--- src/rtl/onchip_mem_loader.sv ---
// Byte-stream loader for a 32-bit single-port on-chip RAM: packs bytes little-endian,
// writes them from BASE_ADDR upward, then reads the image back and verifies its checksum.
module onchip_mem_loader #(
    parameter int ADDR_W    = 13,
    parameter int DEPTH     = 6500,
    parameter int BASE_ADDR = 0
) (
    input  logic              clk,
    input  logic              reset,
    input  logic              start,
    input  logic              byte_valid,
    input  logic [7:0]        byte_data,
    input  logic              byte_last,
    output logic              byte_ready,
    output logic [ADDR_W-1:0] mem_address,
    output logic [3:0]        mem_byteenable,
    output logic              mem_chipselect,
    output logic              mem_write,
    output logic [31:0]       mem_writedata,
    output logic              mem_clken,
    input  logic [31:0]       mem_readdata,
    output logic              busy,
    output logic              done,
    output logic              error,
    output logic [ADDR_W-1:0] word_count,
    output logic [31:0]       checksum
);

    localparam logic [2:0] S_IDLE    = 3'd0;
    localparam logic [2:0] S_FILL    = 3'd1;
    localparam logic [2:0] S_WRITE   = 3'd2;
    localparam logic [2:0] S_RD_ADDR = 3'd3;
    localparam logic [2:0] S_RD_DATA = 3'd4;
    localparam logic [2:0] S_DONE    = 3'd5;

    localparam logic [ADDR_W-1:0] BASE      = ADDR_W'(BASE_ADDR);
    localparam logic [ADDR_W-1:0] LAST_ADDR = ADDR_W'(DEPTH - 1);
    localparam logic [ADDR_W-1:0] ONE       = ADDR_W'(1);

    // Expand a byteenable into a 32-bit data mask.
    function automatic logic [31:0] be_mask(input logic [3:0] be);
        be_mask = {{8{be[3]}}, {8{be[2]}}, {8{be[1]}}, {8{be[0]}}};
    endfunction

    logic [2:0]        state_q, state_d;
    logic [ADDR_W-1:0] addr_q, addr_d;
    logic [1:0]        lane_q, lane_d;
    logic [31:0]       wdata_q, wdata_d;
    logic [3:0]        be_q, be_d;
    logic [3:0]        final_be_q, final_be_d;
    logic              last_seen_q, last_seen_d;
    logic [ADDR_W-1:0] wc_q, wc_d;
    logic [31:0]       cksum_q, cksum_d;
    logic [31:0]       rbsum_q, rbsum_d;
    logic              error_q, error_d;
    logic              done_q, done_d;
    logic              busy_q, busy_d;
    logic              byte_ready_q, byte_ready_d;
    logic              cs_q, cs_d;
    logic              wr_q, wr_d;
    logic [3:0]        mbe_q, mbe_d;
    logic              clken_q;

    logic [ADDR_W-1:0] last_rd_addr_s;
    logic [31:0]       rd_word_s;
    logic [31:0]       rd_sum_s;

    // Readback of the final word ignores lanes that were never written.
    always_comb begin
        last_rd_addr_s = BASE + wc_q - ONE;
        if (addr_q == last_rd_addr_s) begin
            rd_word_s = mem_readdata & be_mask(final_be_q);
        end else begin
            rd_word_s = mem_readdata;
        end
        rd_sum_s = rbsum_q + rd_word_s;
    end

    // Next-state, datapath and registered-output decode.
    always_comb begin
        state_d     = state_q;
        addr_d      = addr_q;
        lane_d      = lane_q;
        wdata_d     = wdata_q;
        be_d        = be_q;
        final_be_d  = final_be_q;
        last_seen_d = last_seen_q;
        wc_d        = wc_q;
        cksum_d     = cksum_q;
        rbsum_d     = rbsum_q;
        error_d     = error_q;

        case (state_q)
            S_IDLE: begin
                if (start) begin
                    addr_d      = BASE;
                    lane_d      = 2'd0;
                    wdata_d     = 32'h0000_0000;
                    be_d        = 4'b0000;
                    last_seen_d = 1'b0;
                    wc_d        = '0;
                    cksum_d     = 32'h0000_0000;
                    rbsum_d     = 32'h0000_0000;
                    error_d     = 1'b0;
                    state_d     = S_FILL;
                end else begin
                    state_d = S_IDLE;
                end
            end
            S_FILL: begin
                if (byte_valid && byte_ready_q) begin
                    wdata_d[{lane_q, 3'b000} +: 8] = byte_data;
                    be_d[lane_q] = 1'b1;
                    lane_d       = lane_q + 2'd1;
                    last_seen_d  = byte_last;
                    if ((lane_q == 2'd3) || byte_last) begin
                        state_d = S_WRITE;
                    end else begin
                        state_d = S_FILL;
                    end
                end else begin
                    state_d = S_FILL;
                end
            end
            S_WRITE: begin
                cksum_d = cksum_q + wdata_q;
                wc_d    = wc_q + ONE;
                if (last_seen_q) begin
                    addr_d     = BASE;
                    final_be_d = be_q;
                    state_d    = S_RD_ADDR;
                end else if (addr_q == LAST_ADDR) begin
                    error_d = 1'b1;
                    state_d = S_DONE;
                end else begin
                    addr_d  = addr_q + ONE;
                    lane_d  = 2'd0;
                    wdata_d = 32'h0000_0000;
                    be_d    = 4'b0000;
                    state_d = S_FILL;
                end
            end
            S_RD_ADDR: begin
                state_d = S_RD_DATA;
            end
            S_RD_DATA: begin
                rbsum_d = rd_sum_s;
                if (addr_q == last_rd_addr_s) begin
                    if (rd_sum_s != cksum_q) begin
                        error_d = 1'b1;
                    end else begin
                        error_d = error_q;
                    end
                    state_d = S_DONE;
                end else begin
                    addr_d  = addr_q + ONE;
                    state_d = S_RD_ADDR;
                end
            end
            S_DONE: begin
                state_d = S_IDLE;
            end
            default: begin
                state_d = S_IDLE;
            end
        endcase

        // Outputs are decoded from the next state so they leave the flops clean.
        busy_d       = (state_d != S_IDLE);
        done_d       = (state_d == S_DONE);
        byte_ready_d = (state_d == S_FILL);
        cs_d         = (state_d == S_WRITE) || (state_d == S_RD_ADDR);
        wr_d         = (state_d == S_WRITE);
        if (state_d == S_WRITE) begin
            mbe_d = be_d;
        end else if (state_d == S_RD_ADDR) begin
            mbe_d = 4'b1111;
        end else begin
            mbe_d = 4'b0000;
        end
    end

    // State and datapath registers.
    always_ff @(posedge clk or posedge reset) begin
        if (reset) begin
            state_q      <= S_IDLE;
            addr_q       <= '0;
            lane_q       <= 2'd0;
            wdata_q      <= 32'h0000_0000;
            be_q         <= 4'b0000;
            final_be_q   <= 4'b0000;
            last_seen_q  <= 1'b0;
            wc_q         <= '0;
            cksum_q      <= 32'h0000_0000;
            rbsum_q      <= 32'h0000_0000;
            error_q      <= 1'b0;
            done_q       <= 1'b0;
            busy_q       <= 1'b0;
            byte_ready_q <= 1'b0;
            cs_q         <= 1'b0;
            wr_q         <= 1'b0;
            mbe_q        <= 4'b0000;
            clken_q      <= 1'b0;
        end else begin
            state_q      <= state_d;
            addr_q       <= addr_d;
            lane_q       <= lane_d;
            wdata_q      <= wdata_d;
            be_q         <= be_d;
            final_be_q   <= final_be_d;
            last_seen_q  <= last_seen_d;
            wc_q         <= wc_d;
            cksum_q      <= cksum_d;
            rbsum_q      <= rbsum_d;
            error_q      <= error_d;
            done_q       <= done_d;
            busy_q       <= busy_d;
            byte_ready_q <= byte_ready_d;
            cs_q         <= cs_d;
            wr_q         <= wr_d;
            mbe_q        <= mbe_d;
            clken_q      <= 1'b1;
        end
    end

    assign byte_ready     = byte_ready_q;
    assign mem_address    = addr_q;
    assign mem_byteenable = mbe_q;
    assign mem_chipselect = cs_q;
    assign mem_write      = wr_q;
    assign mem_writedata  = wdata_q;
    assign mem_clken      = clken_q;
    assign busy           = busy_q;
    assign done           = done_q;
    assign error          = error_q;
    assign word_count     = wc_q;
    assign checksum       = cksum_q;

endmodule

--- config.mk ---
export PLATFORM = sky130hd
export DESIGN_NAME = onchip_mem_loader
export DESIGN_NICKNAME = d
export VERILOG_FILES = /design/src/rtl/onchip_mem_loader.sv
export SDC_FILE = /design/constraint.sdc
export NUM_CORES = 1
export LEC_CHECK = 0
export BUFFER_PORTS_ARGS = -buffer_cell sky130_fd_sc_hd__clkbuf_2
export CORE_MARGIN = 4
export CORE_UTILIZATION = 30
export CTS_CLUSTER_DIAMETER = 100
export DETAILED_ROUTE_END_ITERATION = 8
export GPL_ROUTABILITY_DRIVEN = 0
export MAX_ROUTING_LAYER = met4
export PLACE_DENSITY = 0.5
export REMOVE_ABC_BUFFERS = 1
export SLEW_MARGIN = 20
export SYNTH_ARGS = -nofsm -noshare
export SYNTH_HDL_FRONTEND = slang
export SYNTH_SLANG_ARGS = --single-unit
--- constraint.sdc ---
create_clock -name clk -period 5.57 [get_ports clk]
set_input_delay 1.114 -clock clk [delete_from_list [all_inputs] [get_ports clk]]
set_output_delay 1.114 -clock clk [all_outputs]
set_load 0.005 [all_outputs]
==> results of run 1 <==
## worst min path at each step
| stage | startpoint | end | slack (ps) | depth (start not counted) |
|---|---|---|---|---|
| finish | rbsum_q[14]$_DFFE_PP0P_ | rbsum_q[14]$_DFFE_PP0P_ | 490 | 2 |
| global route | rbsum_q[19]$_DFFE_PP0P_ | rbsum_q[19]$_DFFE_PP0P_ | 520 | 2 |
| CTS | rbsum_q[28]$_DFFE_PP0P_ | rbsum_q[28]$_DFFE_PP0P_ | 500 | 2 |
| detailed placement | rbsum_q[24]$_DFFE_PP0P_ | rbsum_q[24]$_DFFE_PP0P_ | 480 | 2 |
| global placement | rbsum_q[14]$_DFFE_PP0P_ | rbsum_q[14]$_DFFE_PP0P_ | 470 | 2 |
| floorplan | rbsum_q[10]$_DFFE_PP0P_ | rbsum_q[10]$_DFFE_PP0P_ | 460 | 2 |
## what timing repair did
item / 4_1_cts / 5_1_grt
hold buffers: 0 / 0
pin swaps: 0 / 2
endpoints found under the setup margin: 1 / 2
gates resized for setup: 3 / 24
## cell type report
type                    count  area (sq um)
repair buffers            213          1240
well taps                 461           577
flip-flops and latches    147          3680
inverters                  23          91.3
multi-input cells        1029          6930
clock buffers              18           429
clock inverters            14           123
fillers                  3663         22500
## per-layer routing
metal	vias to the layer above	track usage [%]	part of all wire, %
met3	47	2.89	3.3
met2	221	29.2	45
met5	-	-	0
met1	4761	26.7	49
li1	4897	-	-
met4	0	5.69	2.5
## state kept, by name, indices dropped and copies added, names as in the netlist
signal          cells
checksum           32
mem_chipselect      1
word_count         13
rbsum_q            32
lane_q              2
mem_byteenable      4
busy                1
mem_write           1
be_q                4
error               1
mem_address        13
state_q             3
mem_clken           1
mem_writedata      32
done                1
byte_ready          1
final_be_q          4
last_seen_q         1
## power by group through the flow
stage | Sequential (W) | Clock [W] | Combinational, W
floorplan | 0.00145 | 0 | 0.00177
global placement | 0.00151 | 0 | 0.00265
detailed placement | 0.00151 | 0 | 0.00264
CTS | 0.00149 | 0.00115 | 0.00266
global route | 0.00153 | 0.00119 | 0.00301
finish | 0.00150 | 0.00112 | 0.00272
## stage by stage
| step | cell area, sq um | std cells | setup TNS, ps |
|---|---|---|---|
| 2_1_floorplan | 10600 | 1199 | 0 |
| 4_1_cts | 13000 | 1905 | 0 |
| 3_3_place_gp | 12400 | 1873 | -118 |
| 3_5_place_dp | 12400 | 1873 | -212 |
| 6_report | 13100 | 1905 | 0 |
| 5_1_grt | 13100 | 1905 | -63.7 |
## cells in the final DEF (no fill, tap or decap), types with 9 or more instances in the layout
master,synthesis,layout
sky130_fd_sc_hd__a31oi_1,12,12
sky130_fd_sc_hd__nand3_1,26,26
sky130_fd_sc_hd__ha_1,80,77
sky130_fd_sc_hd__or3_1,10,10
sky130_fd_sc_hd__xnor2_1,59,59
sky130_fd_sc_hd__nand2_1,175,174
sky130_fd_sc_hd__clkbuf_16,0,17
sky130_fd_sc_hd__and2_1,11,11
sky130_fd_sc_hd__nand4_1,20,20
sky130_fd_sc_hd__buf_4,2,68
sky130_fd_sc_hd__and3_1,18,18
sky130_fd_sc_hd__nand2b_1,14,14
sky130_fd_sc_hd__o21ai_0,136,135
sky130_fd_sc_hd__clkbuf_2,0,145
sky130_fd_sc_hd__nor2_1,69,65
sky130_fd_sc_hd__xor2_1,47,47
sky130_fd_sc_hd__o21a_1,14,14
sky130_fd_sc_hd__o31ai_1,9,9
sky130_fd_sc_hd__dfrtp_1,147,146
sky130_fd_sc_hd__a21oi_1,71,68
sky130_fd_sc_hd__nor2b_1,40,38
sky130_fd_sc_hd__a21o_1,27,27
sky130_fd_sc_hd__a22o_1,24,24
sky130_fd_sc_hd__o21bai_1,9,9
sky130_fd_sc_hd__nor3_1,24,22
sky130_fd_sc_hd__o211ai_1,10,10
sky130_fd_sc_hd__inv_1,23,22
## worst max-delay path, cell delays in order (launching register included)
cell and delay, ps:
sky130_fd_sc_hd__dfrtp_1 440, sky130_fd_sc_hd__buf_4 160, sky130_fd_sc_hd__nor3_1 180, sky130_fd_sc_hd__nand2_1 90
sky130_fd_sc_hd__xnor2_1 140, sky130_fd_sc_hd__nor4_1 360, sky130_fd_sc_hd__nand3_1 120, sky130_fd_sc_hd__or4_4 460
sky130_fd_sc_hd__buf_4 210, sky130_fd_sc_hd__nor2_4 130, sky130_fd_sc_hd__buf_4 170, sky130_fd_sc_hd__nor2b_1 60
sky130_fd_sc_hd__ha_1 450, sky130_fd_sc_hd__and4_1 260, sky130_fd_sc_hd__or3_1 170, sky130_fd_sc_hd__o22ai_1 120
sky130_fd_sc_hd__a2111oi_2 390, sky130_fd_sc_hd__nand4_1 170, sky130_fd_sc_hd__nor4_2 270, sky130_fd_sc_hd__nand4_1 170
sky130_fd_sc_hd__nor4_4 210, sky130_fd_sc_hd__o2111ai_1 180, sky130_fd_sc_hd__nor4_2 170, sky130_fd_sc_hd__a31oi_1 110
## cell families after synthesis
kind of cell             Yosys count  share of synthesized area, %
other                              1                        0.0346
multiplexers                      16                          1.57
AO/OA/AOI/OAI                    370                          21.5
AND/OR/NAND/NOR                  451                          20.9
adder cells (fa/ha/maj)           82                          9.61
buffers and inverters             80                          3.19
XOR/XNOR                         109                          9.20
flip-flops                       147                          33.9
==> impl_metrics.yaml, run 1 <==
clock_network:
  tritoncts: "done"
  cts_htree_levels: 4
  path_clk_slew_ps: 70
  clock_insertion_delay_worst_skew_ps: 440
  cts_num_sinks: 147
  clock_tree_root_buffer_cell: "sky130_fd_sc_hd__clkbuf_16"
  max-clock-path-buffers: 2
  postCtsSetupRepairBufs: 0
  tritoncts.num_buffers: 17
timing:
  final.period_utilization_pct: 95.1
  worst_pin_slew_ps: 1020
  slew_viol_final: 0
  report.final.hold_viol_count: 0
  period_needed_ps: 5300
  max_clock_freq_mhz: 189
  postLayoutSetupSlackWorst_ps: 272
  finalClockSkew_ps: 11.4
  relSlewSlack_pct: 31.6
  finalHoldWorstSlack_ps: 491
  setup_violations: 0
die:
  row_count: 69
  die_h_um: 198
  die-area_sq_um: 39200
  initial_utilization_pct: 30.5
  core_region_area_sq_um: 35600
  pin_count: 146
  die_x_um: 198
status:
  outcome: "complete, no violations"
critical_path:
  critical_path.endpoint_type: "flop"
  timing.rr.end: "error$_DFFE_PP0P_"
  crit_start: "word_count[0]$_DFFE_PP0P_"
  slack_of_the_worst_reg_to_reg_path_ps: 270
  worst-endpoint-arrival_ps: 5620
  critical_path_peak_fanout: 8
  crit_path_start_kind: "flop"
  criticalPathCategory: "reg2reg"
  crit-reg2reg-launch: "word_count[0]$_DFFE_PP0P_"
  crit_end: "error$_DFFE_PP0P_"
  worst_ep_required_time_ps: 5890
  reg2regPathDepth: 23
yosys:
  yosys_warnings: 0
  asyncSetResetFlopFracSynth_pct: 100
  number_of_storage_elements_in_the_synthesis_netlist: 147
  synth.avg_cell_area_sq_um: 8.63
  ys.flop_type: "sky130_fd_sc_hd__dfrtp_1"
  yosysTopAreaCellShare_pct: 33.9
  syn-cell-area_sq_um: 10800
  post_synth_most_frequent_cells: "175 x sky130_fd_sc_hd__nand2_1, 147 x sky130_fd_sc_hd__dfrtp_1, 136 x sky130_fd_sc_hd__o21ai_0"
  yosys-top-cells-area: "sky130_fd_sc_hd__dfrtp_1 34%, sky130_fd_sc_hd__ha_1 9.2%, sky130_fd_sc_hd__o21ai_0 6.3%"
  synth_top_cell_by_area: "sky130_fd_sc_hd__dfrtp_1"
  synth_sequential_area_ratio_pct: 33.9
  synthDistinctLibCells: 81
  syn-instance-count: 1256
  synthMostInstantiatedCell: "sky130_fd_sc_hd__nand2_1"
  synth-edff-count: 0
routing:
  post_drt_wl_per_cell_um: 19.3
  drt_wl_total_um: 36800
  detailedRoute.firstPassIterationCount: 5
  remaining_drc_errors: 0
  detail_route.vias_per_cell: 5.21
  dr_total_vias: 9926
  drt.antenna.violating_nets: 0
  drtIter0Drc: 706
global_routing:
  grt_max_degree: 62
  gr-usage-all-layers_pct: 19.2
  via_count_of_the_first_global_routing_pass: 9555
  grt_first_pass_wirelength_um: 56900
  initial_antenna_violation_count: 0
  grt_remaining_overflow: 0
worst_hold_path:
  hold_path_class: "reg2reg"
placement:
  dp_hpwl_um: 29100
  numPortBuffers: 145
  detailedPlace.worstSlack_ps: -212
power_and_ir_drop:
  power_per_standard_cell_area_nw_per_um2: 408
  max-vdd-ir-drop_v: 0.000208
  power.sequential.fraction_pct: 28.1
  share_clk_of_total_power_pct: 21.0
  leakagePower_nw: 6.23
  share_comb_of_total_power_pct: 50.9
  netSwitchingPower_w: 0.00236
  p_total_w: 0.00533
  power_report.internal_total_w: 0.00298
  sw_frac_of_total_pct: 44.2
layout:
  insertedDiodeCount: 0
  design.final.nets: 1558
  finalCoreUtilization_pct: 36.7
  fraction_of_layout_cells_with_a_size_suffix_above_1_pct: 20.1
  area_delta_synth_final_pct: 20.6
run:
  max_cap_viol_count: 0
No activity file was read; power rests on OpenSTA's default activity.
==> run 2, diff against run 1 <==
--- a/config.mk
+++ b/config.mk
@@ -11,7 +11,6 @@
 export CTS_CLUSTER_DIAMETER = 100
 export DETAILED_ROUTE_END_ITERATION = 8
 export GPL_ROUTABILITY_DRIVEN = 0
-export MAX_ROUTING_LAYER = met4
 export PLACE_DENSITY = 0.5
 export REMOVE_ABC_BUFFERS = 1
 export SLEW_MARGIN = 20
==> impl_metrics.yaml, run 2 (same netlist as run 1, synthesis figures left out) <==
layout:
  area_delta_synth_final_pct: 20.6
  insertedDiodeCount: 0
  final_common_cell: "sky130_fd_sc_hd__nand2_1"
  final_cell_count_no_fill: 1905
  finalCoreUtilization_pct: 36.7
  design.final.nets: 1558
  fraction_of_layout_cells_with_a_size_suffix_above_1_pct: 20.1
  commonest_non_fill_non_tap_cells_in_the_layout: "174 x sky130_fd_sc_hd__nand2_1, 146 x sky130_fd_sc_hd__dfrtp_1, 145 x sky130_fd_sc_hd__clkbuf_2"
global_routing:
  grt_remaining_overflow: 0
  global_route.usage.met3_pct: 3.13
  initial_antenna_violation_count: 0
  gr-usage-all-layers_pct: 18.6
  via_count_of_the_first_global_routing_pass: 9581
  gr_layer_usage_met2_pct: 29.2
  grt_first_pass_wirelength_um: 56900
  globalRouteMet1Util_pct: 26.5
  grt_max_degree: 62
  top_usage_layer: "met2"
routing:
  dr_total_vias: 10000
  detailedRoute.firstPassIterationCount: 5
  remaining_drc_errors: 0
  drtIter0Drc: 729
  detail_route.vias_per_cell: 5.26
  drt_wl_total_um: 36800
  drt.antenna.violating_nets: 0
  post_drt_wl_per_cell_um: 19.3
power_and_ir_drop:
  max-vdd-ir-drop_v: 0.000209
  leakagePower_nw: 6.23
  power_per_standard_cell_area_nw_per_um2: 408
timing:
  report.final.hold_viol_count: 0
  finalHoldWorstSlack_ps: 491
  postLayoutSetupSlackWorst_ps: 297
  setup_violations: 0
  period_needed_ps: 5270
  worst_pin_slew_ps: 999
  finalClockSkew_ps: 13.8
  final.setup.tns_ps: 0
  relSlewSlack_pct: 32.9
  slew_viol_final: 0
  max_clock_freq_mhz: 190
  final.period_utilization_pct: 94.7
clock_network:
  max-clock-path-buffers: 2
  cts_num_sinks: 147
  tritoncts: "done"
  cts_htree_levels: 4
  clock_insertion_delay_worst_skew_ps: 450
  path_clk_slew_ps: 70
  tritoncts.num_buffers: 17
  post_cts_hold_buffer_count: 0
  clock_tree_root_buffer_cell: "sky130_fd_sc_hd__clkbuf_16"
placement:
  detailedPlace.worstSlack_ps: -212
  numPortBuffers: 145
  numPlacedInstances: 1873
  dp_hpwl_um: 29100
die:
  initial_utilization_pct: 30.5
  row_count: 69
  pin_count: 146
  die_h_um: 198
  die_x_um: 198
  die-area_sq_um: 39200
  core_region_area_sq_um: 35600
critical_path:
  crit_path_start_kind: "flop"
  critical_path_peak_fanout: 8
  crit-reg2reg-launch: "word_count[0]$_DFFE_PP0P_"
  crit_start: "word_count[0]$_DFFE_PP0P_"
  timing.rr.end: "error$_DFFE_PP0P_"
  critical_path.endpoint_type: "flop"
  criticalPathCategory: "reg2reg"
  worst-endpoint-arrival_ps: 5590
  worst_ep_required_time_ps: 5890
  reg2regPathDepth: 23
  slack_of_the_worst_reg_to_reg_path_ps: 300
worst_hold_path:
  hold-path-endpoint: "rbsum_q[14]$_DFFE_PP0P_"
  worst_hold_startpoint: "rbsum_q[14]$_DFFE_PP0P_"
  hold_path_depth: 2
  hold_path_class: "reg2reg"
run:
  max_cap_viol_count: 0
status:
  outcome: "complete, no violations"
-- run 2: worst max path at each step --
stage	end	slack (ps)
4_1_cts	error$_DFFE_PP0P_	6
5_1_grt	error$_DFFE_PP0P_	-60
6_report	error$_DFFE_PP0P_	300
3_5_place_dp	error$_DFFE_PP0P_	-210
3_3_place_gp	error$_DFFE_PP0P_	-120
2_1_floorplan	error$_DFFE_PP0P_	270
-- run 2: metrics by stage --
stage / area (sq um) / power (W)
final: 13100 / 0.00533
after global routing: 13100 / 0.00572
after CTS: 13000 / 0.00530
after detailed placement: 12400 / 0.00415
after global placement: 12400 / 0.00415
after floorplan: 10600 / 0.00322
-- run 2: repair_timing --
action,4_1_cts,5_1_grt
cloned,0,0
buffers inserted,0,0
endpoints found under the hold margin,0,0
pin swaps,0,2
resized for setup,3,24
endpoints found under the setup margin,1,2
-- run 2: area by class of cell --
| cell class | count | area, sq um |
|---|---|---|
| Clock inverter | 14 | 123 |
| Tap cell | 461 | 577 |
| Fill cell | 3663 | 22500 |
| Inverter | 23 | 91.3 |
| Multi-Input combinational cell | 1029 | 6930 |
| Sequential cell | 147 | 3680 |
| Timing Repair Buffer | 213 | 1240 |
| Clock buffer | 18 | 429 |
-- run 2: critical path: stages (launching register included) --
cell	delay (ps)
sky130_fd_sc_hd__dfrtp_1	440
sky130_fd_sc_hd__inv_1	90
sky130_fd_sc_hd__ha_2	220
sky130_fd_sc_hd__nand2_1	90
sky130_fd_sc_hd__or3_1	350
sky130_fd_sc_hd__nor3_2	180
sky130_fd_sc_hd__a31oi_1	50
sky130_fd_sc_hd__or4_4	520
sky130_fd_sc_hd__buf_4	210
sky130_fd_sc_hd__nor2_4	130
sky130_fd_sc_hd__buf_4	170
sky130_fd_sc_hd__nor2b_1	60
sky130_fd_sc_hd__ha_1	450
sky130_fd_sc_hd__and4_1	260
sky130_fd_sc_hd__or3_1	160
sky130_fd_sc_hd__o22ai_1	120
sky130_fd_sc_hd__a2111oi_2	390
sky130_fd_sc_hd__nand4_1	160
sky130_fd_sc_hd__nor4_2	270
sky130_fd_sc_hd__nand4_1	170
sky130_fd_sc_hd__nor4_4	210
sky130_fd_sc_hd__o2111ai_1	180
sky130_fd_sc_hd__nor4_2	170
sky130_fd_sc_hd__a31oi_1	110
-- run 2: where the power goes --
group	switching [W]	leakage (nW)	internal, W	total, W
clock network	0.000534	0.269	0.000585	0.00112
logic	0.00160	3.93	0.00112	0.00271
registers	0.000227	2.03	0.00127	0.00150
-- run 2: routing by layer --
layer  part of all wire (%)  vias to the layer above  wire, um
met5                      0                        -         0
met4                    2.4                        0       873
met3                    3.9                       43      1450
met2                     46                      259     16800
met1                     48                     4809     17700
li1                       -                     4906         -
==> run 3, diff against run 2 <==
--- a/config.mk
+++ b/config.mk
@@ -5,6 +5,7 @@
 export SDC_FILE = /design/constraint.sdc
 export NUM_CORES = 1
 export LEC_CHECK = 0
+export ABC_AREA = 1
 export BUFFER_PORTS_ARGS = -buffer_cell sky130_fd_sc_hd__clkbuf_2
 export CORE_MARGIN = 4
 export CORE_UTILIZATION = 30
==> impl_metrics.yaml, run 3 <==
yosys:
  syn-instance-count: 1665
  post_synth_most_frequent_cells: "455 x sky130_fd_sc_hd__nand2_1, 233 x sky130_fd_sc_hd__inv_1, 147 x sky130_fd_sc_hd__dfrtp_1"
  synthMostInstantiatedCell: "sky130_fd_sc_hd__nand2_1"
  yosysTopAreaCellShare_pct: 32.1
  yosys_warnings: 0
  synthDistinctLibCells: 59
  synth-edff-count: 0
  synth_top_cell_by_area: "sky130_fd_sc_hd__dfrtp_1"
  yosys-top-cells-area: "sky130_fd_sc_hd__dfrtp_1 32%, sky130_fd_sc_hd__nand2_1 15%, sky130_fd_sc_hd__ha_1 8.7%"
  ys.flop_type: "sky130_fd_sc_hd__dfrtp_1"
  synth_sequential_area_ratio_pct: 32.1
  syn-cell-area_sq_um: 11500
  asyncSetResetFlopFracSynth_pct: 100
  synth.avg_cell_area_sq_um: 6.88
  number_of_storage_elements_in_the_synthesis_netlist: 147
timing:
  setup_violations: 0
  slew_viol_final: 0
  report.final.hold_viol_count: 0
  relSlewSlack_pct: 29.9
  final.period_utilization_pct: 90.3
  grt_setup_unrepaired: "false"
  max_clock_freq_mhz: 199
  worst_pin_slew_ps: 1050
  final.setup.tns_ps: 0
  finalClockSkew_ps: 17.9
  period_needed_ps: 5030
layout:
  commonest_non_fill_non_tap_cells_in_the_layout: "454 x sky130_fd_sc_hd__nand2_1, 232 x sky130_fd_sc_hd__inv_1, 147 x sky130_fd_sc_hd__dfrtp_1"
  area_delta_synth_final_pct: 16.9
  fraction_of_layout_cells_with_a_size_suffix_above_1_pct: 12.4
  final_common_cell: "sky130_fd_sc_hd__nand2_1"
  final_design_area_no_fill_sq_um: 13400
  insertedDiodeCount: 0
  multiInputGateArea_sq_um: 6770
  ff_latch_area_sq_um: 3680
  design.final.nets: 1938
  fillers: 4203
critical_path:
  worst_ep_required_time_ps: 5900
  critical_path_peak_fanout: 8
  critical_path.endpoint_type: "flop"
  critPathMostFrequentCell: "sky130_fd_sc_hd__nand2_1"
  worst-endpoint-arrival_ps: 5360
  cp_num_buf_inv: 2
  criticalPathCategory: "reg2reg"
  crit_path_largest_cell_delay_ps: 460
  crit_slowest_cell: "sky130_fd_sc_hd__fa_1"
  critical_path.top_delay_family: "simple AND/OR/NAND/NOR gates"
  crit_path_start_kind: "flop"
routing:
  dr_total_vias: 11500
  drtIter0Drc: 704
  remaining_drc_errors: 0
  detail_route.vias_per_cell: 4.92
  detailedRoute.firstPassIterationCount: 5
  drt.antenna.violating_nets: 0
  post_drt_wl_per_cell_um: 17.2
  drt_wl_total_um: 40200
global_routing:
  initial_antenna_violation_count: 2
  grt_first_pass_wirelength_um: 62700
  via_count_of_the_first_global_routing_pass: 11300
  grt_remaining_overflow: 0
  gr-usage-all-layers_pct: 19.3
  grt_max_degree: 75
die:
  die_h_um: 203
  core_region_area_sq_um: 37700
  die-area_sq_um: 41400
  die_x_um: 203
  row_count: 71
  pin_count: 146
  initial_utilization_pct: 30.4
placement:
  placed_cell_area_sq_um: 12800
  dp_hpwl_um: 32100
  numPortBuffers: 145
clock_network:
  tritoncts.num_buffers: 17
  max-clock-path-buffers: 2
  clock_tree_root_buffer_cell: "sky130_fd_sc_hd__clkbuf_16"
  tritoncts: "done"
  post_cts_hold_buffer_count: 0
  cts_htree_levels: 4
  clock_insertion_delay_worst_skew_ps: 460
  path_clk_slew_ps: 80
  post_cts_resized: 0
  postCtsSetupRepairBufs: 0
  cts_num_sinks: 147
power_and_ir_drop:
  p_total_w: 0.00532
  leakagePower_nw: 7.17
  max-vdd-ir-drop_v: 0.000223
  power_per_standard_cell_area_nw_per_um2: 397
run:
  max_cap_viol_count: 0
status:
  outcome: "complete, no violations"
worst_hold_path:
  hold_path_class: "reg2reg"
==> run 3: cell types whose count changed in the layout (fill, tap and decap cells not counted), moves of 14 or more <==
cell,change
sky130_fd_sc_hd__buf_4,-61
sky130_fd_sc_hd__xnor2_1,-47
sky130_fd_sc_hd__a22o_1,-21
sky130_fd_sc_hd__nor2b_1,-38
sky130_fd_sc_hd__a21o_1,-24
sky130_fd_sc_hd__nor2_1,+74
sky130_fd_sc_hd__nand2_1,+280
sky130_fd_sc_hd__inv_1,+210
sky130_fd_sc_hd__o22ai_1,+14
sky130_fd_sc_hd__nand3_1,+89
sky130_fd_sc_hd__and3_1,-17
sky130_fd_sc_hd__nand2b_1,-14
sky130_fd_sc_hd__a21oi_1,+27
sky130_fd_sc_hd__xor2_1,-18
==> run 3: worst min-delay path, delay by kind of cell (launching register included) <==
kind | cells | cell delay, ps
flip-flops | 1 | 350
AO/OA/AOI/OAI | 1 | 60
AND/OR/NAND/NOR | 1 | 50
==> run 3: cells by family after synthesis <==
group                      Yosys count  synth area share (%)
and+or+nand+nor                    812                  30.7
AOI/OAI and AO/OA                  308                  15.0
buffers and inverters              268                  8.99
DFF                                147                  32.1
adders and majority gates           82                  9.09
xor gates and xnor gates            46                  4.01
other                                1                0.0327
muxes                                1                0.0874
==> run 3: final cells by class <==
type,instances,share of cell area [%]
clock buffer,17,3.17
clock inverter,15,1.42
inverter,243,6.84
multi-input combinational,1250,50.5
sequential,147,27.5
tap,511,4.77
timing repair buffer,152,5.81
==> run 3: worst paths after layout <==
check | startpoint | end | slack, ps | cells after the start
setup / recovery | word_count[0]$_DFFE_PP0P_ | error$_DFFE_PP0P_ | 540 | 29
hold / removal | be_q[1]$_DFF_PP0_ | final_be_q[1]$_DFFE_PP0P_ | 490 | 2
setup reg to reg | word_count[0]$_DFFE_PP0P_ | error$_DFFE_PP0P_ | 540 | 29
hold reg to reg | be_q[1]$_DFF_PP0_ | final_be_q[1]$_DFFE_PP0P_ | 490 | 2
max in group asynchronous | reset | checksum[30]$_DFFE_PP0P_ | 3710 | 3
min in group asynchronous | reset | checksum[0]$_DFFE_PP0P_ | 810 | 2
==> run 3: stage by stage <==
step                      setup WS (ps)  hold WS, ps  std cells  util [%]
final                               538          490       2335      35.6
after detailed placement            359          478       2303      33.9
after global routing               32.1          512       2335      35.6
after global placement              464          474       2303      33.9
after CTS                           316          497       2335      35.6
after floorplan                     505          447       1640         -
==> run 3: routing by layer <==
metal / track usage [%] / share of wire, % / up-vias / wire length (um)
met4: 5.64 / 2.0 / 2 / 792
li1: - / - / 5788 / -
met3: 3.69 / 5.4 / 41 / 2160
met2: 32.6 / 47 / 254 / 18900
met5: 0 / 0.020 / - / 8
met1: 25.2 / 45 / 5404 / 18300
==> run 3: power breakdown <==
part	switching, W	internal, W	total, W
Combinational	0.00177	0.000829	0.00260
Clock	0.000568	0.000685	0.00125
Sequential	0.000194	0.00127	0.00146
